===== src/rtl/clk_period_meter.sv =====
// Measures the rise-to-rise period and the high time of an asynchronous
// slow signal in units of I_CLK cycles, and flags loss of the signal.
module clk_period_meter #(
  parameter int unsigned CNT_W       = 16,
  parameter int unsigned SYNC_STAGES = 2,
  parameter int unsigned TIMEOUT     = 1000
) (
  input  logic             I_CLK,
  input  logic             I_RST_N,
  input  logic             I_EN,
  input  logic             I_SIG,
  output logic [CNT_W-1:0] O_PERIOD,
  output logic [CNT_W-1:0] O_HIGH,
  output logic             O_VALID,
  output logic             O_LOST
);

  localparam logic [0:0]       ST_IDLE   = 1'b0;
  localparam logic [0:0]       ST_MEAS   = 1'b1;
  localparam logic [CNT_W-1:0] CNT_ONE   = CNT_W'(1);
  localparam logic [CNT_W-1:0] CNT_LIMIT = CNT_W'(TIMEOUT);

  logic [SYNC_STAGES-1:0] sync_q;
  logic                   s;
  logic                   s_d;
  logic                   rise_c;

  logic [0:0]       state_q, state_d;
  logic [CNT_W-1:0] cnt_q, cnt_d;
  logic [CNT_W-1:0] hcnt_q, hcnt_d;
  logic [CNT_W-1:0] period_d, high_d;
  logic             valid_d, lost_d;

  assign s      = sync_q[SYNC_STAGES-1];
  assign rise_c = s & ~s_d;

  // Synchroniser chain and edge-detect register; free-running regardless of I_EN.
  always_ff @(posedge I_CLK or negedge I_RST_N) begin
    if (!I_RST_N) begin
      sync_q <= '0;
      s_d    <= 1'b0;
    end else begin
      sync_q <= {sync_q[SYNC_STAGES-2:0], I_SIG};
      s_d    <= s;
    end
  end

  // State, counters and registered outputs.
  always_ff @(posedge I_CLK or negedge I_RST_N) begin
    if (!I_RST_N) begin
      state_q  <= ST_IDLE;
      cnt_q    <= '0;
      hcnt_q   <= '0;
      O_PERIOD <= '0;
      O_HIGH   <= '0;
      O_VALID  <= 1'b0;
      O_LOST   <= 1'b0;
    end else begin
      state_q  <= state_d;
      cnt_q    <= cnt_d;
      hcnt_q   <= hcnt_d;
      O_PERIOD <= period_d;
      O_HIGH   <= high_d;
      O_VALID  <= valid_d;
      O_LOST   <= lost_d;
    end
  end

  // Next-state and next-output logic; a rise always wins over the timeout.
  always_comb begin
    state_d  = state_q;
    cnt_d    = cnt_q;
    hcnt_d   = hcnt_q;
    period_d = O_PERIOD;
    high_d   = O_HIGH;
    valid_d  = 1'b0;
    lost_d   = O_LOST;

    if (!I_EN) begin
      state_d = ST_IDLE;
      cnt_d   = '0;
      hcnt_d  = '0;
      lost_d  = 1'b0;
    end else begin
      case (state_q)
        ST_IDLE: begin
          if (rise_c) begin
            cnt_d   = CNT_ONE;
            hcnt_d  = CNT_ONE;
            state_d = ST_MEAS;
          end
        end
        ST_MEAS: begin
          if (rise_c) begin
            period_d = cnt_q;
            high_d   = hcnt_q;
            valid_d  = 1'b1;
            lost_d   = 1'b0;
            cnt_d    = CNT_ONE;
            hcnt_d   = CNT_ONE;
          end else if (cnt_q == CNT_LIMIT) begin
            lost_d  = 1'b1;
            state_d = ST_IDLE;
          end else begin
            cnt_d  = cnt_q + CNT_ONE;
            hcnt_d = hcnt_q + CNT_W'(s);
          end
        end
        default: state_d = ST_IDLE;
      endcase
    end
  end

endmodule


===== config.mk =====
export PLATFORM = sky130hd
export DESIGN_NAME = clk_period_meter
export DESIGN_NICKNAME = d
export VERILOG_FILES = /design/src/rtl/clk_period_meter.sv
export SDC_FILE = /design/constraint.sdc
export NUM_CORES = 1
export LEC_CHECK = 0
export CAP_MARGIN = 20
export CORE_MARGIN = 3
export CORE_UTILIZATION = 40
export DETAILED_ROUTE_END_ITERATION = 16
export GPL_ROUTABILITY_DRIVEN = 0
export PLACE_DENSITY_LB_ADDON = 0.1
export SETUP_SLACK_MARGIN = 0.5
export SLEW_MARGIN = 15
export SYNTH_ARGS = -nofsm -noshare
export SYNTH_HDL_FRONTEND = slang
export SYNTH_SLANG_ARGS = --single-unit

===== constraint.sdc =====
create_clock -name I_CLK -period 4.6 [get_ports I_CLK]
set_input_delay 1.15 -clock I_CLK [delete_from_list [all_inputs] [get_ports I_CLK]]
set_output_delay 1.15 -clock I_CLK [all_outputs]
set_load 0.01 [all_outputs]

# ---- Yosys cells after proc, flatten, opt, wreduce, memory -nomap -nowiden
# Index checks and enable logic that the tools add are counted.
dict set report op_classes {
  eq_ne 5
  reduce_logical 3
  add_sub_neg 2
  n_mux 20
  bitwise 3
}
# op count
set ops {}
lappend ops {{2-to-1 mux 16 bit} 7}
lappend ops {{one-hot mux 16 bit (2 select lines)} 2}
lappend ops {{adder 16 x 1 -> 16 bit} 1}
lappend ops {{adder 16 x 1 -> 16 bit (second input constant)} 1}
lappend ops {{== test 16 x 10 -> 1 bit (second input constant)} 1}
lappend ops {{2-to-1 mux 1 bit} 10}
lappend ops {{!= test 4 bit (second input constant)} 1}
lappend ops {{AND reduction 2 bit} 2}
lappend ops {{!= test 3 x 1 -> 1 bit (second input constant)} 1}
lappend ops {{!= test 3 bit (second input constant)} 1}
lappend ops {{AND reduction 3 bit} 1}
lappend ops {{!= test 2 x 1 -> 1 bit (second input constant)} 1}
lappend ops {{inverter 1 bit} 2}
lappend ops {{one-hot mux 1 bit (2 select lines)} 1}
lappend ops {{AND 1 bit} 1}
dict set report word_totals {
  reg_bits 70
  word_cells 42
  out_inout_bits 34
  in_bits 4
}

# ---- Longest topological paths before layout
dict set report logic_depth {
  word_depth 5
  ltp_mapped 8
  ltp_nobuf 6
}

# ---- Worst setup path before layout
# OpenSTA, ideal clock, no wires.
dict set report synth_path {
  kind {input to register}
  from {input I_EN}
  to {register O_HIGH[10]}
  path_buffers 1
  required_ns 4.475
  arrival_time_ns 1.947
  setup_time_ns 0.125
  cell_stages 3
  slack_ns 2.528
  path_cell_list {nand3_1 clkbuf_1 mux2_2}
}
dict set report synth_between {
  elab_chain_len 1
}
# item line_no
set synth_rtl {}
lappend synth_rtl {{start, declared} 10} ;# input logic I_EN,
lappend synth_rtl {{AND reduction 3 bit (no line)} n/a}
lappend synth_rtl {{end signal, assigned} 63} ;# O_HIGH <= high_d;
lappend synth_rtl {{end, declared} 13} ;# output logic [CNT_W-1:0] O_HIGH,
# Every way passes these cells.
# A chain may end at the register's enable or synchronous reset.

# ---- Worst setup path in the final report
dict set report layout_path {
  from {input I_EN}
  to {register O_HIGH[3]}
}
# Same word-level chain as after synthesis.

==> results by group <==
Die
  – Initial Utilization: 42.1%
  – Core Region: 7450 um2
  – Die height: 94.6 um
  – Die width: 94.6 um
  – Row Count: 31
  – Top-Level Pins: 38
  – Die area: 8940 um2

Cells and area
  – Post-Route Utilization: 51.1%
  – Most common cell after layout, fill and taps aside: dfrtp_1
  – Commonest cells after routing, fill and taps aside: dfrtp_1 (70), clkdlybuf4s50_1 (36), mux2_2 (26), a21oi_1 (22)
  – Nets: 328
  – P&R area growth vs syn: 21.4%
  – Share of layout cells above drive strength 1: 17.2%
  – Layout fillers: 704
  – Diode count: 0
  – Final instance area: 3810 um2

Logic synthesis
  – Yosys warnings: 0
  – Mean post-synth cell area: 11.3 um2
  – Synth area leader: dfrtp_1
  – Synth top area share: 55.8%
  – Synthesized flop and latch total: 70
  – Seq/Total Area, Yosys: 55.8%
  – Syn nets: 286
  – Netlist cell types: 36
  – Cell Area, Synth: 3140 um2
  – Syn Inst Count: 278
  – Ranking of synthesized cells by area: dfrtp_1 (56%), mux2_2 (9.3%), a21oi_1 (3.5%), o21ai_0 (3.0%), or3_1 (2.8%)

Setup path
  – Crit start category: input pin
  – Critical path data required time: 4.82 ns
  – Critical path class: in -> reg
  – Worst Path Arrival: 2.62 ns
  – CP max FO: 39
  – Crit end category: flop

CTS
  – Post-CTS Setup Repair Bufs: 0
  – CTS Buf Count: 9
  – Clk sinks: 70
  – Clock root buffer: clkbuf_8
  – Worst skew pair latency: 0.34 ns
  – TritonCTS clock tree: yes
  – Clock transition at path regs: 0.07 ns
  – Clock Tree Buf Depth: 2
  – H-tree levels: 3
  – Hold-fix buffers, CTS: 0
  – Post-CTS Resized: 0

Timing
  – Final setup fails: 0
  – Pins Over Slew Limit: 0
  – Skew final: 0.00906 ns
  – Fin Hold WS: 0.359 ns
  – Final Cycle Share: 52.1%
  – Fin Setup TNS: 0 ns
  – Post-layout min period: 2.40 ns
  – Relative max-transition margin: 50.0%
  – Fin. Hold Viols: 0
  – Max Freq: 417 MHz
  – Worst-Margin Slew: 0.750 ns
  – RSZ-0062 raised after global routing: false

Pwr
  – P_sw: 266 uW
  – Clock power share: 41.8%
  – Reg power frac: 53.0%
  – P per Cell Area: 313 nW/um2
  – Combinational power share: 5.2%
  – Lkg Pwr: 0.00161 uW
  – Maximum vdd drop: 0.000164 V
  – Int Power: 924 uW
  – Sw frac: 22.4%

Global route
  – Gr ovfl total: 0
  – Gr usage total: 15.8%
  – Largest net degree at the start of global routing: 40
  – First-pass GRT wire length: 10.9 mm
  – Vias in the first global route: 2,200
  – Antenna violations before repair: 0

Route
  – DR pass1 iterations: 4
  – Via-per-instance ratio: 5.34
  – ANT nets after route: 0
  – Routed vias: 2,264
  – Wire per inst: 14.7 um
  – Initial drt markers: 45
  – WL final: 6.23 mm
  – DRC: 0

Job
  – MaxCap Viol Count: 0

Placement
  – Placed cell area: 3610 um2
  – Hpwl dp: 4.14 mm
  – PortBufs: 37

Outcome
  – Status: finished clean

Hold path
  – Min-delay worst type: reg -> reg
-- area by class of cell --
class	count	area, um2	area share [%]
sequential	70	1750	46.0
multi-input combinational	186	1280	33.7
timing repair buffer	43	410	10.8
clock buffer	12	155	4.07
tap	99	124	3.25
clock inverter	4	45.0	1.18
inverter	10	37.5	0.986
-- synth_stat cells (all sizes together) --
cell type	number
o41ai	5
nor2	11
nand2b	1
nor4	5
nand2	19
or3b	1
or2	1
buf	3
clkbuf	9
o311a	1
o21ai	20
mux2i	1
and3	4
nor3	3
nand4bb	1
or3	14
nand3	9
or4	6
dfrtp	70
mux2	26
or4b	4
and2	2
and4	3
o31ai	4
a21oi	22
xnor2	8
nor2b	1
a21boi	2
inv	10
ha	4
nand4	8
-- path summary, 6_finish.rpt --
kind                                start         end  slack [ns]  depth (start not counted)
max in group asynchronous         I_RST_N   hcnt_q[0]        2.95                          2
worst max-delay path                 I_EN   O_HIGH[3]        2.20                          4
min in group asynchronous         I_RST_N  O_HIGH[10]        0.87                          1
worst max register to register  cnt_q[12]    cnt_q[1]        2.50                          5
worst min register to register  sync_q[0]   sync_q[1]        0.36                          0
worst min-delay path            sync_q[0]   sync_q[1]        0.36                          0
-- per-stage QoR --
stage | power, uW | setup slack [ns] | instances
floorplan | 674 | 2.53 | 278
global placement | 706 | 1.88 | 408
detailed placement | 707 | 1.85 | 408
CTS | 1210 | 2.18 | 424
global route | 1260 | 2.14 | 424
finish | 1190 | 2.20 | 424
-- logic make-up (layout without fill, tap and decap cells) --
kind of cell | Yosys count | in the layout | share of synthesized area, %
AOI/OAI and AO/OA | 54 | 54 | 10.5
xor gates and xnor gates | 8 | 8 | 2.23
adders and majority gates | 4 | 4 | 1.60
buffers and inverters | 22 | 69 | 3.23
DFF | 70 | 70 | 55.8
muxes | 27 | 27 | 9.65
and+or+nand+nor | 93 | 93 | 17.0
-- power groups by stage --
stage               Combinational (uW)  Sequential (uW)  Clock [uW]
finish                            61.6              631         498
global route                      70.6              632         552
CTS                               63.8              631         515
detailed placement                63.6              643           0
global placement                  63.5              643           0
floorplan                         29.7              644           0
-- state kept, by name, summed over array words and instances (netlist names) --
| register | cells |
|---|---|
| O_HIGH | 16 |
| O_LOST | 1 |
| O_PERIOD | 16 |
| O_VALID | 1 |
| cnt_q | 16 |
| hcnt_q | 16 |
| s_d | 1 |
| state_q | 1 |
| sync_q | 2 |
-- worst max-delay path, stage by stage --
cell	delay [ns]
clkdlybuf4s50_1	0.51
nand3_1	0.13
buf_4	0.40
mux2_2	0.39
-- per-layer routing --
metal  share of wire, %  vias up  track usage, %  routed length (um)
met3                4.1       11            3.35                 255
met2                 43       51            22.1                2670
met1                 51     1097            23.5                3180
met4                1.8        0            6.49                 111
met5                  0        -               0                   0
li1                   -     1105               -                   -
Power figures use the tool's default switching activity.
